==> src/rtl/prng_index_sampler.sv <==
`default_nettype none
// ============================================================================
// Module  : prng_index_sampler
// Purpose : Slices prng words into W-bit chunks and rejection-samples them
//           into uniform indices in [0, N), one per valid/ack handshake.
// Revision: 1.0
// ============================================================================
module prng_index_sampler #(
    parameter int N      = 189,
    parameter int W      = 8,
    parameter int RNG_W  = 96,
    parameter int CNT_W  = 8,
    parameter int CHUNKS = RNG_W / W
) (
    input  logic             clk,
    input  logic             rst_b,
    input  logic             in_ready,
    input  logic [CNT_W-1:0] in_count,
    input  logic             in_ack,
    output logic             rng_req,
    output logic             rng_mod,
    input  logic [RNG_W-1:0] rng_data,
    input  logic             rng_done,
    output logic [W-1:0]     out_idx,
    output logic             out_valid,
    output logic             out_busy,
    output logic             out_done,
    output logic [15:0]      out_rejects
);

    localparam int PTR_W = (CHUNKS > 1) ? $clog2(CHUNKS) : 1;

    typedef enum logic [2:0] {
        S_IDLE  = 3'd0,
        S_REQ   = 3'd1,
        S_WAIT  = 3'd2,
        S_SLICE = 3'd3,
        S_EMIT  = 3'd4,
        S_DONE  = 3'd5
    } state_t;

    state_t             state_q;
    logic [W-1:0]       buf_q [CHUNKS];
    logic [PTR_W-1:0]   ptr_q;
    logic [CNT_W-1:0]   remaining_q;
    logic [W-1:0]       idx_q;
    logic               valid_q;
    logic               done_q;
    logic [15:0]        rejects_q;

    logic [W-1:0]       w_chunk;
    logic               w_accept;
    logic               w_last;

    assign w_chunk  = buf_q[ptr_q];
    // Widened compare so that N == 2^W accepts every chunk.
    assign w_accept = ({1'b0, w_chunk} < (W+1)'(N));
    assign w_last   = (ptr_q == PTR_W'(CHUNKS - 1));

    assign rng_req     = (state_q == S_REQ) && !rng_done;
    assign rng_mod     = 1'b0;
    assign out_busy    = (state_q != S_IDLE);
    assign out_idx     = idx_q;
    assign out_valid   = valid_q;
    assign out_done    = done_q;
    assign out_rejects = rejects_q;

    always_ff @(posedge clk or negedge rst_b) begin
        if (!rst_b) begin
            state_q     <= S_IDLE;
            for (int c = 0; c < CHUNKS; c++) buf_q[c] <= '0;
            ptr_q       <= '0;
            remaining_q <= '0;
            idx_q       <= '0;
            valid_q     <= 1'b0;
            done_q      <= 1'b0;
            rejects_q   <= '0;
        end else begin
            done_q <= 1'b0;
            case (state_q)
                S_IDLE: begin
                    if (in_ready) begin
                        remaining_q <= in_count;
                        rejects_q   <= '0;
                        state_q     <= (in_count == '0) ? S_DONE : S_REQ;
                    end
                end
                S_REQ: begin
                    // A still-high done belongs to the previous word; wait it out.
                    if (!rng_done) state_q <= S_WAIT;
                end
                S_WAIT: begin
                    if (rng_done) begin
                        for (int c = 0; c < CHUNKS; c++) buf_q[c] <= rng_data[c*W +: W];
                        ptr_q   <= '0;
                        state_q <= S_SLICE;
                    end
                end
                S_SLICE: begin
                    if (w_accept) begin
                        idx_q   <= w_chunk;
                        valid_q <= 1'b1;
                        state_q <= S_EMIT;
                    end else begin
                        if (rejects_q != 16'hFFFF) rejects_q <= rejects_q + 16'd1;
                        if (w_last) state_q <= S_REQ;
                        else        ptr_q   <= ptr_q + PTR_W'(1);
                    end
                end
                S_EMIT: begin
                    if (in_ack) begin
                        valid_q     <= 1'b0;
                        remaining_q <= remaining_q - CNT_W'(1);
                        if (remaining_q == CNT_W'(1)) begin
                            state_q <= S_DONE;
                        end else if (w_last) begin
                            state_q <= S_REQ;
                        end else begin
                            ptr_q   <= ptr_q + PTR_W'(1);
                            state_q <= S_SLICE;
                        end
                    end
                end
                S_DONE: begin
                    done_q  <= 1'b1;
                    state_q <= S_IDLE;
                end
                default: state_q <= S_IDLE;
            endcase
        end
    end

endmodule
`default_nettype wire

==> config.mk <==
export PLATFORM = sky130hd
export DESIGN_NAME = prng_index_sampler
export DESIGN_NICKNAME = d
export VERILOG_FILES = /design/src/rtl/prng_index_sampler.sv
export SDC_FILE = /design/constraint.sdc
export NUM_CORES = 1
export LEC_CHECK = 0
export CAP_MARGIN = 0
export CELL_PAD_IN_SITES_DETAIL_PLACEMENT = 2
export CELL_PAD_IN_SITES_GLOBAL_PLACEMENT = 2
export CORE_MARGIN = 2
export CORE_UTILIZATION = 35
export DETAILED_ROUTE_END_ITERATION = 7
export PLACE_DENSITY_LB_ADDON = 0.1
export SETUP_SLACK_MARGIN = 0.1
export SLEW_MARGIN = 20
export SYNTH_ARGS = -nofsm -noshare
export SYNTH_HDL_FRONTEND = slang
export SYNTH_SLANG_ARGS = --single-unit
==> constraint.sdc <==
create_clock -name clk -period 4.7 [get_ports clk]
set_input_delay 0.705 -clock clk [delete_from_list [all_inputs] [get_ports clk]]
set_output_delay 0.705 -clock clk [all_outputs]
set_load 0.1 [all_outputs]
Word level (Yosys, flattened, before mapping) --
Index checks and enable logic that the tools add are counted.
Storage, ports and cells: logic and storage cells 88, register bits 137, input bits 109, output and inout port bits 29
Cells by class: $lt $le $gt $ge 2, eq/ne operators 17, $add $sub $neg 3, multiplexer cells 30, reductions and logical operators 16, bitwise logic cells 1
Operators by type and width (number):
- 16-bit two-way mux | 3
- 8-bit binary-select mux with 4-bit select | 1
- 8-bit two-way mux | 4
- 16-bit case mux with 2 select lines | 1
- 3-bit two-way mux | 8
- 4-bit two-way mux | 5
- 16-bit by 1-bit adder with 16-bit output (second input constant) | 1
- 16-bit != test (second input constant) | 1
- 2-bit != test (second input constant) | 8
- 8-bit case mux with 2 select lines | 1
- 3-bit case mux with 5 select lines | 1
- 4-bit case mux with 3 select lines | 1
- 5-bit AND reduction | 2
- 8-bit by 1-bit == test with 1-bit output (second input constant) | 1
- 8-bit zero test | 1
- 8-bit less-than comparator (second input constant) | 1
- 8-bit by 1-bit subtractor with 8-bit output (second input constant) | 1
- 3-bit by 2-bit == test with 1-bit output (second input constant) | 2
- 3-bit == test (second input constant) | 2
- 3-bit AND reduction | 2
- 2-bit nonzero test | 3
- 3-bit nonzero test | 2
- 5-bit >= comparator (second input constant) | 1
- 4-bit inverter with 5-bit output | 1
- other kinds (12) | 15

Logic depth before layout (Yosys ltp) --
Gate-level depths: netlist (run 1).
word-level depth 7, gate-level depth with buffers 12, mapped depth without buffers 8

Worst setup path after synthesis (run 1) --
No wires, ideal clock.
path type input port to output port, start point input port rng_done, end point output port rng_req, slack 1.198 ns, buffers on the path 0, arrival 2.797 ns, cell stages on the path 1, required time 3.995 ns, path through nor3_1
Between the ends: longest elaborated chain between the ends 2
Ends and longest elaborated chain:
- from (decl) | RTL line 23 | input logic rng_done,
- 1-bit zero test
- 1-bit logical AND | RTL line 60 | assign rng_req = (state_q == S_REQ) && !rng_done;
- to (decl) | RTL line 20 | output logic rng_req,
Every way passes these cells.

Worst setup path after layout (run 1) --
start point register ptr_q[0], end point register idx_q[4], in the netlist out_idx[4]
Between the ends: longest elaborated chain between the ends 6
Ends and longest elaborated chain:
- from (decl) | RTL line 44 | logic [PTR_W-1:0] ptr_q;
- from (signal assigned) | RTL line 107 | else ptr_q <= ptr_q + PTR_W'(1);
- from (signal assigned) | RTL line 119 | ptr_q <= ptr_q + PTR_W'(1);
- 4-bit inverter with 5-bit output (not written as such) (*) | RTL line 55 | assign w_chunk = buf_q[ptr_q];
- 8-bit binary-select mux with 4-bit select (*) | RTL line 55
- 8-bit two-way mux (not written as such) (*) (2 in a row) | RTL line 55
- 8-bit less-than comparator | RTL line 57 | assign w_accept = ({1'b0, w_chunk} < (W+1)'(N));
- 2-bit AND reduction (no line)
- to (signal assigned) | RTL line 101 | idx_q <= w_chunk;
- to (decl) | RTL line 46 | logic [W-1:0] idx_q;
Every way passes the cells marked *; elsewhere a longest branch is shown, timed or not. The select of a mux whose other input is x is not followed. A chain may end at the register's enable or synchronous reset.

==> results.md, run 1 <==
Layout:
- Leaving out fill and tap cells, the most frequent cells in the layout are 136 x dfrtp_1, 135 x clkdlybuf4s50_1, 99 x mux2_2.
- From synthesis to final layout, the design area changed by 31.4%.
- The final design instance area without fill is 0.00889 sq mm.
- The layout net count is 784.
- The most frequent standard cell in the layout excluding fill and tap cells is dfrtp_1.
- The number of antenna diodes in the final layout is 0.
- In the final layout, the share of cells above drive strength 1 is between 20% and 30%.

Routing:
- The number of nets still failing antenna checks after routing is 0.
- The detailed router placed 5,033 vias in this run.
- For this block, the routed nets add up to between 15,000 and 20,000 microns of wire.
- After detailed routing, the number of remaining DRC violations is 0.
- The DRC marker count from the first detailed-route iteration is 167.
- The detail-routed net length per standard cell is 20.8 microns.
- The iteration count of the initial detailed-routing pass is 6.
- The average vias per placed instance is 5.33.

Clock tree:
- CTS built an H-tree with a depth of 4.
- Clock-pin slew was measured on the worst setup and hold paths at around 0.060 ns.
- The master cell of the clock root buffer is clkbuf_16.
- The clock tree from TritonCTS is done.
- The number of gates resized after CTS is 0.
- In this run, post-CTS hold repair placed 0 buffers.
- The number of buffers created by CTS is 17.
- The latest clock arrival within the worst-skew pair is ~0.43 ns.
- Buffers added to address setup during post-CTS repair amount to 0.
- The buffer depth of the longest clock path is 2.
- The CTS sink count is 137.

Floorplan:
- The number of top-level design ports is 138.
- The effective utilization at floorplan is 35.9%.
- The die covers 0.0205 sq mm.
- The number of core rows is 50.
- After floorplanning, the core was sized to cover 0.0188 sq mm.
- In this run the vertical extent of the chip is 143 microns.
- In this run the horizontal extent of the chip is 143 microns.

Power and ir drop:
- The cell leakage power is 3.53 nW.
- The worst-case IR drop observed on VDD is around 0.30 mV.
- Power spread over the standard cell area amounts to ~670 mW/mm^2.

Synth:
- Of all flip-flops after synthesis, the portion carrying an async set or reset was between 90% and 100%.
- The number of flops mapped to enable cells by yosys is 0.
- After synthesis, the cell types taking the most area are dfrtp_1 51%, mux2_2 16%, mux4_1 6.2%.
- In this run the cell area of the synthesized design comes to 0.00676 sq mm.
- The count of mapped cells out of synthesis is 544.
- For this run, the register share of the synthesized area comes to 50.7%.
- For this run, the leading register cell type out of synthesis is dfrtp_1.
- The synthesized flop and latch total is 137.
- The top cell type's share of synthesized area is 50.7%.
- The unique cell type count in the Yosys netlist is 50.
- The net count after synthesis is 657.
- Averaged over all synthesized cells, the footprint is ~12 sq um.
- The count of warnings emitted by yosys is 0.
- The largest total area in the synthesized netlist belongs to dfrtp_1.

STA:
- For the final routed database, the setup TNS stands at 0 ns.
- The pin slew with the least headroom to its limit is 1.02 ns.
- Setup violations remaining at the end of the flow were counted as 0.
- The final hold violation count was 0.
- The clock skew is 0.0116 ns.
- Derived from the worst setup path, the maximum achievable clock frequency is 272 MHz.
- The final-report max-slew violation count came to 0.
- The worst-case headroom to the max-slew limit is 31.5%.
- Setup repair after global routing left no endpoint under its margin.
- In the finished design, the share of the clock period the worst path needs comes to between 70% and 80%.
- The routed design could run at a clock period as short as 3.68 ns.

Critical path:
- The worst setup path is launched from a flip-flop.
- Along the worst path, the maximum fanout reaches 41.
- For the worst setup path, the data required time is 5.03 ns.
- The data arrival time of the worst path is ~4 ns.
- The setup path with the least slack is of type reg -> reg.
- The endpoint kind of the worst setup timing path is a flip-flop.

Worst hold path:
- The tightest min-delay check is of the in -> async type.

GRT:
- The number of antenna violations at the first check in global routing was 0.
- The all-layer global routing usage is 19.9%.
- The global-route wire length before repair is around 31,000 microns.
- The global-route congestion overflow total is 0.
- The maximum number of pins on one net before global-route repair is between 100 and 150.
- The number of global-route vias before repair is 5,674.

Place:
- The area of placed instances is between 0.008 and 0.009 sq mm.
- Detailed placement ended at an HPWL of 13,900 microns.
- Input and output buffers added on the ports amount to roughly 140.
- The congestion estimate from routability-driven global placement came to 0.770.

Flow run:
- The tool flagged a number of max-cap violations equal to 0.

Outcome:
- The run finished with clean final reports.
stage by stage:
| stage | instances | hold WS, ns | total power, mW | setup WS, ns | utilization (%) |
|---|---|---|---|---|---|
| after floorplan | 544 | 0.409 | 3.89 | 1.20 | - |
| final | 944 | 0.397 | 5.92 | 1.02 | 47.2 |
| after detailed placement | 912 | 0.471 | 4.63 | 1.04 | 44.2 |
| after global routing | 944 | 0.485 | 6.26 | 0.720 | 47.2 |
| after CTS | 944 | 0.453 | 5.99 | 0.999 | 47.2 |
| after global placement | 912 | 0.467 | 4.47 | 1.17 | 44.2 |
power by group:
group	leakage, nW	internal, mW	switching (mW)
Combinational	1.60	1.13	1.36
Sequential	1.66	1.71	0.405
Clock	0.266	0.740	0.573
Total	3.53	3.58	2.34
layer usage:
layer / vias to the layer above / share of wire, % / track usage (%)
li1: 2288 / - / -
met1: 2633 / 43 / 24.7
met2: 93 / 52 / 35.2
met3: 19 / 3.5 / 3.82
met4: 0 / 1.4 / 6.25
met5: - / 0 / 0
sequential cells by signal, summed over array words and instances (netlist names):
register	count
ptr_q	4
buf_q	96
remaining_q	8
out_valid	1
state_q	3
out_idx	8
out_done	1
out_rejects	16
worst paths after layout:
path | from | end | slack [ns] | cells after the start
max | ptr_q[0]$_DFFE_PN0P_ | out_idx[4]$_DFFE_PN0P_ | 1.02 | 8
min | rst_b | remaining_q[2]$_DFFE_PN0P_ | 0.40 | 1
max reg2reg | ptr_q[0]$_DFFE_PN0P_ | out_idx[4]$_DFFE_PN0P_ | 1.02 | 8
min reg2reg | out_valid$_DFFE_PN0P_ | out_valid$_DFFE_PN0P_ | 0.48 | 1
max in group asynchronous | rst_b | out_idx[1]$_DFFE_PN0P_ | 3.23 | 2
min in group clk | out_valid$_DFFE_PN0P_ | out_valid$_DFFE_PN0P_ | 0.48 | 1
cells by family after synthesis:
family / after synthesis / share of synthesized area [%]
other cells: 1 / 0.0554
flops: 137 / 50.7
mux: 130 / 25.5
compound gates: 107 / 9.95
buf+inv: 42 / 3.44
simple gates: 123 / 9.62
fa+ha+maj: 4 / 0.740
synth_stat cells, types with 5 or more instances:
master / n
mux2_2: 99
nand2_1: 21
buf_2: 5
and2_1: 6
nor3_1: 6
nor4_1: 6
clkbuf_1: 17
nand3_1: 9
mux2i_1: 12
or4_1: 9
buf_4: 5
dfrtp_1: 137
nor2b_1: 6
inv_1: 9
o31ai_1: 14
a21oi_1: 32
a221oi_1: 5
mux4_1: 16
a211oi_1: 5
o21ai_0: 28
or3_1: 5
nand2b_1: 8
nor2_1: 30
area by class of cell:
class / count / area (sq um)
multi-input cells: 365 / 3120
well taps: 260 / 325
flip-flops and latches: 137 / 3430
repair buffers: 141 / 1410
inverters: 9 / 33.8
clock inverters: 14 / 138
clock buffers: 18 / 429
fillers: 1831 / 9940
worst max-delay path, stage by stage, from the launching register on:
cell and delay [ns]:
dfrtp_2 0.71, buf_4 0.40, mux4_1 0.60, a211oi_1 0.37, nor4_2 0.13, a21oi_4 0.79
buf_4 0.33, nor2_1 0.07, a21oi_1 0.17
No activity file was read; power rests on OpenSTA's default activity.
==> run 2, diff against run 1 <==
- CORE_UTILIZATION: 35 -> 31
- clock period: 4.7 -> 3.28 ns (I/O delays scaled with it)
==> run 2 against run 1 <==
  * Highest routed layer unchanged
  * Worst hold slack worse by 0.35 ns
  * Register-to-register slack worse by 0.72 ns
  * Largest power group unchanged
  * Cell count is 2.9% higher
  * Combinational power is 49% higher
  * Global-route usage is 2.2 points lower
  * Largest cell class unchanged
  * Critical endpoint is now out_rejects[5]$_DFFE_PN0P_
  * Non-clock buffer count is 7 higher
==> results.md, run 2 (synthesized netlist as in run 1, its figures left out) <==
Critical path:
- The startpoint of the most critical setup path is ptr_q[2]$_DFFE_PN0P_.
- Along the worst path, the maximum fanout reaches 42.
- In this run the worst setup path terminates at out_rejects[5]$_DFFE_PN0P_.
- The required time of the worst setup path is about 3.6 ns.
- In this run the register-to-register setup slack is 0.30 ns.
- Counting cells, the worst reg-to-reg path comes to 8.
- In this run the critical register-to-register path is launched from ptr_q[2]$_DFFE_PN0P_.
- The endpoint kind of the worst setup timing path is a flip-flop.
- In this run the critical register-to-register path is captured at out_rejects[5]$_DFFE_PN0P_.
- The worst setup path is launched from a flip-flop.
- The critical path in this run is classified as reg -> reg.
- The data arrival time of the worst path is 3.33 ns.

Place:
- After legalization and detailed placement, the total HPWL measured around 14,000 microns.
- Routability-driven placement finished with a final weighted congestion of between 0.7 and 0.8.
- The number of buffer cells added on primary ports is 136.
- OpenSTA, run right after detailed placement, puts the worst setup slack at 0.276 ns.

Clock tree:
- The latest clock arrival within the worst-skew pair is 0.43 ns.
- The clock-pin transition on the worst setup and hold timing paths is roughly 0.070 ns.
- The number of gates resized after CTS is 0.
- The master cell of the clock root buffer is clkbuf_16.
- In this run the deepest clock path goes through 2 buffers.
- TritonCTS built the clock tree.
- The number of levels in the clock H-tree is 4.
- Buffers inserted during clock tree synthesis total 17.
- CTS saw about 140 sinks.

Routing:
- The final route contains 4,995 vias.
- The iteration count of the initial detailed-routing pass is 4.
- Summed over all layers, the routed wires come to 19,300 microns.
- In the routed design, unresolved DRC markers number 0.
- The DRC marker count from the first detailed-route iteration is 150.
- Using the TritonRoute via totals, the vias-per-cell ratio works out to between 5 and 6.
- After detailed routing, the average wire length per cell comes to 19.9 microns.
- The count of nets left with antenna violations once routing finished came out at 0.

Layout:
- The layout net count is 791.
- The most flop-heavy register is buf_q.
- Cells fill 41.6% of the core in the end.
- The number of flip-flops in the largest register is 96.
- In the layout the commonest cells are 136 x dfrtp_1, 114 x clkdlybuf4s50_1, 99 x mux2_2.
- Cells with a size suffix above 1 make up between 20% and 30% of the layout.
- The antenna diode count is 0.
- The library cell used most frequently in the layout, excluding fill and tap cells, is dfrtp_1.
- Relative to the synthesized area, the layout overhead comes to 32.9%.

Power and ir drop:
- The cell leakage power is ~3.6 nW.
- The power per cell area is between 900 and 1000 mW/mm^2.
- The total power draw is 8.61 mW.
- IR analysis of the VDD net gives a maximum drop of around 0.41 mV.

GRT:
- After global routing the overflow that remains totals 0.
- The first global-routing pass estimated 31,000 microns of wire.
- The number of global-route vias before repair came to 5,558.
- Global routing used around 18% of the available tracks across all layers.
- The peak-usage layer in the global routing report is met2.
- The met1 capacity usage during global routing is 23.7%.
- The maximum number of pins on one net before global-route repair is 97.
- The global routing usage on met3 is 3.32%.
- The fraction of met2 tracks used by global routing is 29.6%.
- The number of antenna violations at the first check in global routing came to 0.

STA:
- For the pin with the worst max-slew slack, the measured transition is between 1 and 1.5 ns.
- The final hold violation count was 0.
- For the final routed database, the setup TNS stands at 0 ns.
- After layout, the worst path uses 90.9% of the clock period.
- Setup slack closes at 0.300 ns.
- The final-report max-slew violation count was 0.
- Setup violations remaining at the end of the flow were counted as 0.
- The final hold slack is 0.0465 ns.
- The final critical-path required period is 2.98 ns.
- The worst-case headroom to the max-slew limit is 25.2%.
- The clock skew is 0.0114 ns.
- Setup repair after global routing left no endpoint under its margin.
- The highest attainable clock frequency is ~340 MHz.

Floorplan:
- The die covers 0.0230 sq mm.
- The floorplan step defined a core boundary enclosing 0.0216 sq mm.
- For this design the top-level I/O count stands at 138.
- The effective utilization at floorplan is 31.3%.
- The floorplan has 54 rows.
- The die height is ~150 microns.
- The horizontal extent of the die is 152 microns.

Flow run:
- The reported max-cap violation count is 0.

Worst hold path:
- The classification of the worst-slack hold path is in -> async.

Outcome:
- The run finished with clean final reports.
==> run 2: cell types whose count changed in the layout (fill, tap and decap cells not counted), moves of 2 or more <==
cell | previous run | this run
buf_12 | 1 | 5
inv_8 | 1 | 3
clkdlybuf4s50_1 | 135 | 114
buf_4 | 4 | 28
clkinv_4 | 2 | 0
==> run 2: worst min-delay path by stage <==
stage / to / from / cells after the start
global placement: out_valid$_DFFE_PN0P_ / out_valid$_DFFE_PN0P_ / 1
finish: remaining_q[2]$_DFFE_PN0P_ / rst_b / 1
floorplan: buf_q[0]$_DFFE_PN0P_ / rst_b / 0
global route: remaining_q[2]$_DFFE_PN0P_ / rst_b / 1
detailed placement: out_valid$_DFFE_PN0P_ / out_valid$_DFFE_PN0P_ / 1
CTS: remaining_q[1]$_DFFE_PN0P_ / rst_b / 1
==> run 2: area by class of cell <==
| type | count | area (sq um) |
|---|---|---|
| multi-input cells | 365 | 3120 |
| well taps | 280 | 350 |
| fillers | 2210 | 12600 |
| clock buffers | 18 | 439 |
| flip-flops and latches | 137 | 3430 |
| inverters | 9 | 33.8 |
| clock inverters | 14 | 155 |
| repair buffers | 148 | 1460 |
==> run 2: what timing repair did <==
| action | CTS | global route |
|---|---|---|
| endpoints found under the setup margin | 0 | 2 |
| setup buffers | 0 | 1 |
| hold endpoints to repair | 0 | 0 |
| hold buffers | 0 | 0 |
==> run 2: per-stage QoR <==
step,instances,instance area (sq um)
finish,971,8990
global placement,938,8380
CTS,970,8970
detailed placement,938,8380
floorplan,544,6770
global route,971,8990
==> run 2: worst max-delay path, stage by stage, from the launching register on <==
cell	delay [ns]
dfrtp_1	0.56
and2b_1	0.31
a221oi_1	0.38
a211oi_1	0.19
nor4_2	0.40
a21oi_4	0.17
buf_12	0.21
or4_1	0.51
a21oi_1	0.16
==> run 2: per-layer routing <==
metal | wire length, microns | up-vias
met2 | 9520 | 101
met5 | 0 | -
met4 | 212 | 0
met3 | 656 | 16
met1 | 8930 | 2565
li1 | - | 2313
==> run 2: power breakdown <==
part / switching, mW / internal [mW] / leakage [nW]
logic: 2.02 / 1.70 / 1.69
registers: 0.507 / 2.45 / 1.66
clock network: 0.838 / 1.10 / 0.283
==> run 3, diff against run 2 <==
- SKIP_CTS_REPAIR_TIMING: not set -> 1
==> results of run 3 <==
No change in the layout: final DEF, timing and power equal those of run 2.
